==> config.mk <==
export PLATFORM = sky130hd
export DESIGN_NAME = add_res_fifo
export DESIGN_NICKNAME = d
export VERILOG_FILES = /design/src/rtl/add_res_pkg.sv /design/src/rtl/add_res_fifo_mem.sv /design/src/rtl/add_res_fifo.sv
export SDC_FILE = /design/constraint.sdc
export NUM_CORES = 1
export LEC_CHECK = 0
export ABC_AREA = 1
export CAP_MARGIN = 10
export CORE_UTILIZATION = 47
export CTS_BUF_LIST = sky130_fd_sc_hd__clkbuf_16
export DETAILED_ROUTE_END_ITERATION = 8
export GPL_TIMING_DRIVEN = 0
export PLACE_DENSITY = 0.86
export RECOVER_POWER = 100
export SETUP_SLACK_MARGIN = 0.02
export SYNTH_ARGS = -nofsm -noshare
export SYNTH_HDL_FRONTEND = slang
export SYNTH_SLANG_ARGS = --single-unit
==> constraint.sdc <==
create_clock -name clock -period 1.6 [get_ports clock]
set_input_delay 0.24 -clock clock [delete_from_list [all_inputs] [get_ports clock]]
set_output_delay 0.24 -clock clock [all_outputs]
set_load 0.01 [all_outputs]
==> src/rtl/add_res_pkg.sv <==
// Shared definitions for the add/sub result FIFO.
// Provides the default result width, the op tag encodings, and the stored
// entry layout {sel, bits}.
package add_res_pkg;

    // Result width produced by the 4-bit add/sub stage.
    localparam int DATA_W = 4;

    // Op tag values carried alongside every result.
    localparam logic OP_ADD = 1'b0;
    localparam logic OP_SUB = 1'b1;

    // One stored result: the op tag sits above the value bits.
    typedef struct packed {
        logic              sel;
        logic [DATA_W-1:0] bits;
    } res_entry_t;

endpackage

==> src/rtl/add_res_fifo_mem.sv <==
// Register-array storage for the result FIFO.
// One synchronous write port and one asynchronous read port. The array is
// deliberately not reset; the top level masks the head while empty.
module add_res_fifo_mem #(
    parameter int W     = 5,
    parameter int DEPTH = 4,
    parameter int AW    = $clog2(DEPTH)
) (
    input  logic          clock,
    input  logic          we,
    input  logic [AW-1:0] waddr,
    input  logic [W-1:0]  wdata,
    input  logic [AW-1:0] raddr,
    output logic [W-1:0]  rdata
);

    logic [W-1:0] mem [DEPTH];

    // Write the addressed entry on an accepted push.
    always_ff @(posedge clock) begin
        if (we) begin
            mem[waddr] <= wdata;
        end
    end

    // Head read is combinational so data is ready as soon as valid rises.
    assign rdata = mem[raddr];

endmodule

==> src/rtl/add_res_fifo.sv <==
// Result FIFO behind the 4-bit add/sub unit.
// Buffers {sel, bits} results between the combinational arithmetic stage
// and a slow consumer, reports occupancy, and keeps a sticky drop flag for
// results offered while full.
// Optional feature: define ADD_RES_FIFO_SUM_EN to add io_sum, the running
// unsigned sum of the values currently held.
module add_res_fifo
    import add_res_pkg::*;
#(
    parameter int DATA_W = add_res_pkg::DATA_W,
    parameter int DEPTH  = 4,
    parameter int CNT_W  = $clog2(DEPTH) + 1
) (
    input  logic              clock,
    input  logic              reset,
    input  logic              io_in_valid,
    output logic              io_in_ready,
    input  logic [DATA_W-1:0] io_in_bits,
    input  logic              io_in_sel,
    output logic              io_out_valid,
    input  logic              io_out_ready,
    output logic [DATA_W-1:0] io_out_bits,
    output logic              io_out_sel,
    output logic [CNT_W-1:0]  io_count,
    output logic              io_drop,
`ifdef ADD_RES_FIFO_SUM_EN
    output logic [DATA_W+CNT_W-1:0] io_sum,
`endif
    input  logic              io_clr_drop
);

    localparam int               PTR_W    = $clog2(DEPTH);
    localparam int               ENTRY_W  = DATA_W + 1;
    localparam logic [CNT_W-1:0] FULL_CNT = CNT_W'(DEPTH);

    logic [PTR_W-1:0]   wr_ptr;
    logic [PTR_W-1:0]   rd_ptr;
    logic [CNT_W-1:0]   count;
    logic               drop_q;
    logic               push;
    logic               pop;
    logic               drop_set;
    logic [ENTRY_W-1:0] wdata;
    logic [ENTRY_W-1:0] rdata;

    // Handshake rules: a transfer happens on a side only in a cycle where
    // both its valid and ready are high. io_in_ready depends on the stored
    // count alone (never on io_in_valid), so a full FIFO refuses input even
    // when the head is popped that same cycle; an empty FIFO never bypasses,
    // so a pushed result shows at the head one cycle after the push.
    assign io_in_ready  = (count != FULL_CNT);
    assign io_out_valid = (count != '0);
    assign push         = io_in_valid & io_in_ready;
    assign pop          = io_out_valid & io_out_ready;
    assign drop_set     = io_in_valid & ~io_in_ready;

    assign wdata = {io_in_sel, io_in_bits};

    add_res_fifo_mem #(
        .W     (ENTRY_W),
        .DEPTH (DEPTH),
        .AW    (PTR_W)
    ) u_mem (
        .clock (clock),
        .we    (push),
        .waddr (wr_ptr),
        .wdata (wdata),
        .raddr (rd_ptr),
        .rdata (rdata)
    );

    // Head outputs are forced to zero while empty since storage is not reset.
    always_comb begin
        io_out_bits = '0;
        io_out_sel  = OP_ADD;
        if (io_out_valid) begin
            io_out_bits = rdata[DATA_W-1:0];
            io_out_sel  = rdata[DATA_W];
        end
    end

    assign io_count = count;
    assign io_drop  = drop_q;

    // Pointer advance on each accepted transfer; wraps naturally at DEPTH-1.
    always_ff @(posedge clock or negedge reset) begin
        if (!reset) begin
            wr_ptr <= '0;
            rd_ptr <= '0;
        end else begin
            if (push) begin
                wr_ptr <= wr_ptr + PTR_W'(1);
            end
            if (pop) begin
                rd_ptr <= rd_ptr + PTR_W'(1);
            end
        end
    end

    // Occupancy: push alone adds one, pop alone removes one, both cancel.
    always_ff @(posedge clock or negedge reset) begin
        if (!reset) begin
            count <= '0;
        end else begin
            case ({push, pop})
                2'b10:   count <= count + CNT_W'(1);
                2'b01:   count <= count - CNT_W'(1);
                default: count <= count;
            endcase
        end
    end

    // Sticky overflow record; a new drop in the clear cycle keeps it set.
    always_ff @(posedge clock or negedge reset) begin
        if (!reset) begin
            drop_q <= 1'b0;
        end else if (drop_set) begin
            drop_q <= 1'b1;
        end else if (io_clr_drop) begin
            drop_q <= 1'b0;
        end
    end

`ifdef ADD_RES_FIFO_SUM_EN
    localparam int SUM_W = DATA_W + CNT_W;

    logic [SUM_W-1:0] sum_q;
    logic [SUM_W-1:0] sum_add;
    logic [SUM_W-1:0] sum_sub;

    // Per-cycle contributions; a pop always has a valid head behind it.
    always_comb begin
        sum_add = '0;
        sum_sub = '0;
        if (push) begin
            sum_add = SUM_W'(io_in_bits);
        end
        if (pop) begin
            sum_sub = SUM_W'(rdata[DATA_W-1:0]);
        end
    end

    // Running sum of held values, applying push and pop in the same cycle.
    always_ff @(posedge clock or negedge reset) begin
        if (!reset) begin
            sum_q <= '0;
        end else begin
            sum_q <= sum_q + sum_add - sum_sub;
        end
    end

    assign io_sum = sum_q;
`endif

endmodule
After elaboration in Yosys (flattened, before gate mapping)
Memory sizes are Yosys's and may differ from the RTL's. Index checks and enable logic that the tools add are counted.

Word-level logic and storage cells: 26. Flip-flop bits (word level): 8. Memory bits (writable): 20. Output and inout port bits: 11. Memories kept: 1.

Memory list: u_mem.mem (depth 4, bits a word 5, rd ports 1, clocked after Yosys merged registers in 0, write ports 1, line add_res_fifo_mem.sv:17) `logic [W-1:0] mem [DEPTH];`.

$add $sub $neg: 4. Equal/unequal tests: 3. Mux-type cells: 7. Bitwise logic cells: 4. Reductions and logical operators: 3.

Operators by type and width (count): 3-bit case mux with 2 select lines (1); 1-bit two-way mux (5); 2-bit by 1-bit adder with 2-bit output (second input constant) (2); 4-bit two-way mux (1); 2-bit nonzero test (2); 3-bit by 1-bit adder with 3-bit output (second input constant) (1); 1-bit bitwise AND (3); 3-bit != test (second input constant) (1); 3-bit nonzero test (1); 3-bit by 1-bit subtractor with 3-bit output (second input constant) (1); 2-bit by 1-bit equality test with 1-bit output (second input constant) (1); 2-bit equality test (second input constant) (1); 1-bit inverter (1).

Logic depth before layout (Yosys ltp)
Gate-level depths: netlist (run 1).

Word-level depth: 4. Mapped depth: 12. Depth with buffers taken out: 12.

Cells and area by module
Synthesis (run 1) repeated with hierarchy kept, for this count alone.

Cells, all modules: 153. Area total of the unflattened synthesis: 1375.1 µm².

Modules (own cells, without submodules): add_res_fifo_mem (area each 869.6 µm², cells each 85, times used 1, seq. area each 600.6 µm²); add_res_fifo (area each 505.5 µm², cells each 68, times used 1, seq. area each 200.2 µm²).

Least setup slack after synthesis (run 1)
Ideal clock, no wire load.

Path type: flip-flop to flip-flop. Start: register count[1] (netlist: io_count[1]). End: register count[2] (netlist: io_count[2]). Arrival: 1.671 ns. Library setup time: 0.117 ns. Data required time: 1.483 ns. Path slack: -0.188 ns. Stages on the path, launching flop included: 11. Cell sequence: dfrtp_1 -> inv_1 -> nand3_2 -> nand2_2 -> ha_1 -> inv_1 -> fa_1 -> nand2_1 -> nand3_1 -> nand2_1 -> nand2_1.

Cells in the longest elaborated chain, start to end: 4. Elaborated cells on any way between the ends: 10.

Ends and longest elaborated chain: from (decl) (line add_res_fifo.sv:38) `logic [CNT_W-1:0] count;`; from (signal assigned) (line add_res_fifo.sv:106) `2'b10: count <= count + CNT_W'(1);`; from (signal assigned) (line add_res_fifo.sv:107) `2'b01: count <= count - CNT_W'(1);`; from (signal assigned) (line add_res_fifo.sv:108) `default: count <= count;`; 3-bit != test (*) (line add_res_fifo.sv:51) `assign io_in_ready = (count != FULL_CNT);`; via io_in_ready (line add_res_fifo.sv:17) `output logic io_in_ready,`; 1-bit bitwise AND (*) (line add_res_fifo.sv:53) `assign push = io_in_valid & io_in_ready;`; 2-bit by 1-bit equality test with 1-bit output or 2-bit equality test (tied branches) (line add_res_fifo.sv:105) `case ({push, pop})`; 3-bit case mux with 2 select lines or 2-bit nonzero test (tied branches).

The timed path passes the listed nets; every way through them passes the cells marked *. A chain may end at the register's enable or synchronous reset.

Worst setup path after layout (run 1)
Start: register count[1] (netlist: io_count[1]). End: register count[2] (netlist: io_count[2]).

Cells in the longest elaborated chain, start to end: 4. Elaborated cells on any way between the ends: 10.

Ends and longest elaborated chain (line): 3-bit != test or 3-bit nonzero test (tied branches) (add_res_fifo.sv:51, add_res_fifo.sv:52); 1-bit bitwise AND (on tied branches) (add_res_fifo.sv:53, add_res_fifo.sv:54); 2-bit by 1-bit equality test with 1-bit output or 2-bit equality test (tied branches) (add_res_fifo.sv:105); 3-bit case mux with 2 select lines or 2-bit nonzero test (tied branches).

Parallel ways exist; a longest one is shown, timed or not.

==> impl_metrics.env, run 1 <==
export IMPL_outcome="finished, violations left"
export IMPL_violations="negative setup slack"
export IMPL_io_buffers=20
export IMPL_vias=1042
export IMPL_leakagePower_nw=0.872
export IMPL_critPathRequiredTime_ns=1.75
export IMPL_rsz0062_at_grt="yes"
export IMPL_clkTransAtPathRegs_ns=0.07
export IMPL_ys_top_cells_by_area="edfxtp_1, dfrtp_1, inv_1"
export IMPL_slowest_stage="dfrtp_1"
export IMPL_cp_end_kind="flip-flop"
export IMPL_yosysUniqueCellTypes=19
export IMPL_grt_pass1_vias=1000
export IMPL_wirelength_microns=3110
export IMPL_whs_ns=0.343
export IMPL_fin_ws_ns=-0.103
export IMPL_antenna_cells=0
export IMPL_via_per_inst=5.11
export IMPL_worst_pin_slew_ns=0.416
export IMPL_ios=21
export IMPL_first_pass_iters=4
export IMPL_dieArea_sq_mm=0.00309
export IMPL_cp_depth=10
export IMPL_crit_top_cell="inv_2"
export IMPL_synth_largest_area_cell="edfxtp_1"
export IMPL_grt_pass1_wl_microns=4510
export IMPL_multi_input_area_sq_um=531
export IMPL_cp_arrival_ns=1.86
export IMPL_routabilityCongestion=0.807
export IMPL_tns_ns=-0.140
export IMPL_cts_root_buffer="clkbuf_16"
export IMPL_worstPathCellList="inv_2 > nand3_4 > nand2_4 > ha_4 > inv_2 > fa_2 > inv_2 > nand2_2 > nand4_1 > nand2_1"
export IMPL_final_util_pct=69.8
export IMPL_clk_latency_ns=0.26
export IMPL_mappedNetlistArea_sq_mm=0.00135
export IMPL_r2r_start="io_count[1]"
export IMPL_die_h_microns=55.5
export IMPL_ir_worst_vdd_mv=1.65
export IMPL_crit_start="io_count[1]"
export IMPL_coreArea_sq_mm=0.00273
export IMPL_min_period_ns=1.70
export IMPL_synth_cells=140
export IMPL_clock_sinks=28
export IMPL_dp_slack_ns=-0.199
export IMPL_cap_viol_max_count=0
export IMPL_antenna_found_initial=0
export IMPL_min_path_type="input pin to asynchronous set/reset pin"
export IMPL_stdcell_count=204
export IMPL_cp_start_kind="flip-flop"
export IMPL_path_max_fanout=5
export IMPL_hold_viol=0
export IMPL_cp_top_family="adder cells"
export IMPL_ys_seq_area_share_pct=59.4
export IMPL_cts_tree="done"
export IMPL_drv_slew=0
export IMPL_die_x_microns=55.5
export IMPL_skew_ns=0.00259
export IMPL_postRouteAntennaNets=0
export IMPL_ys_ff_latch=28
export IMPL_max_stage_delay_ns=0.41
export IMPL_fill_cells=172
export IMPL_yosys_warnings=0
export IMPL_clockBufferDepth=2
export IMPL_power_mw=3.81
export IMPL_drc=0
export IMPL_synth_fp_nets=156
export IMPL_area_growth_syn_to_layout_pct=41.7
export IMPL_grtUsageTotal_pct=19.4
export IMPL_dpl_hpwl_microns=1790
export IMPL_ff_latch_area_sq_um=802
export IMPL_dr_first_iter_drc_count=15
export IMPL_slew_headroom_pct=72.2
export IMPL_place_area_sq_mm=0.00163
export IMPL_cts_made_buffers=3
export IMPL_start_util_pct=49.3
export IMPL_power_density_mw_per_mm2=1990
export IMPL_grt_max_degree=17
export IMPL_synth_top_area_share_pct=44.6
export IMPL_design_area_sq_mm=0.00191
export IMPL_met3_length_microns=111
export IMPL_placementRows=19
export IMPL_final_nets=190
export IMPL_wl_per_cell_microns=15.2
export IMPL_overflow=0
export IMPL_r2r_cells=10
export IMPL_h_tree_depth=1
export IMPL_path_buf_inv=3
export IMPL_max_freq_mhz=587
export IMPL_placed_cells=191
export IMPL_drive_gt1_share_pct=37.0
export IMPL_wl_met2_microns=1600
export IMPL_setup_viol=2
export IMPL_fin_crit_sh_pct=106
export IMPL_routed_top_layer="met4"
export IMPL_postCtsHoldBufs=0
export IMPL_crit_type="flip-flop to flip-flop"
export IMPL_syn_mean_instance_area_sq_um=9.63
export IMPL_wl_met1_microns=1280
[what timing repair did]
action / in CTS / in global routing
pin swaps: 1 / 9
setup endpoints to repair: 9 / 22
setup buffers: 5 / 3
resized for setup: 35 / 32
cloned: 0 / 1
[power by group]
group / switching, mW / total, mW / internal [mW]
Combinational: 1.11 / 1.96 / 0.851
Sequential: 0.122 / 1.11 / 0.993
Clock: 0.236 / 0.734 / 0.498
Total: 1.46 / 3.81 / 2.34
[worst register-to-register path: stages (launching register included)]
cell and delay, ns:
dfrtp_1 0.41, inv_2 0.14, nand3_4 0.12, nand2_4 0.11
ha_4 0.14, inv_2 0.05, fa_2 0.36, inv_2 0.08
nand2_2 0.07, nand4_1 0.08, nand2_1 0.06
[logic make-up after synthesis]
kind of cell / after synthesis / share of synthesized area (%)
buffers and inverters: 41 / 12.2
adders and majority gates: 6 / 6.13
AOI/OAI and AO/OA: 8 / 3.06
DFF: 28 / 59.4
xor gates and xnor gates: 2 / 1.30
and+or+nand+nor: 55 / 17.9
[worst paths after layout]
check                           slack [ns]          end
min in group clock                    0.53      io_drop
worst max-delay path                 -0.10  io_count[2]
worst min register to register        0.53      io_drop
max in group asynchronous             0.94  io_count[2]
worst min-delay path                  0.34    wr_ptr[0]
worst max register to register       -0.10  io_count[2]
[placed cells by master (no fill, tap or decap), types with 2 or more instances in the layout]
master and count:
inv_1 29, nand2_1 23, edfxtp_1 20, buf_4 8, nand3_2 8, nand2_2 7, clkdlybuf4s50_1 7, dfrtp_1 7
nand3_1 6, dlygate4sd3_1 6, inv_2 5, a21oi_2 5, buf_2 5, buf_6 4, nand2_4 4, nor2_2 4
ha_1 4, inv_4 3, clkbuf_16 3, nand3_4 2, xnor2_1 2, dlygate4sd2_1 2
[cell usage after synthesis]
library cell	instances
o22ai_1	1
buf_2	2
a21oi_1	5
nand3_2	2
nand4_1	1
inv_2	2
nand2_2	1
nand3_1	14
dfrtp_1	8
fa_1	1
edfxtp_1	20
nand2_1	33
o21ai_0	1
buf_6	1
nor2_1	4
ha_1	5
o21ai_1	1
xnor2_1	2
inv_1	36
[per-layer routing]
| layer | vias to the layer above | global-route usage [%] |
|---|---|---|
| li1 | 495 | - |
| met1 | 501 | 21.6 |
| met2 | 36 | 34.6 |
| met3 | 10 | 2.34 |
| met4 | 0 | 12.5 |
| met5 | - | 0 |
[layout make-up]
type	count	area share, %
Sequential cell	28	42.0
Clock buffer	3	3.93
Timing Repair Buffer	29	13.0
Buffer	3	1.57
Multi-Input combinational cell	71	27.8
Tap cell	31	2.03
Clock inverter	1	1.57
Inverter	38	8.13
[sequential cells by signal (all words and copies together) (netlist names)]
name,flops
rd_ptr,2
wr_ptr,2
io_count,3
io_drop,1
u_mem.mem,20
No activity file was read; power rests on OpenSTA's default activity.
==> run 2: changes to the inputs <==
CORE_MARGIN = 1   (was not set)
==> results of run 2 <==
No change in the layout: final DEF, timing and power equal those of run 1.
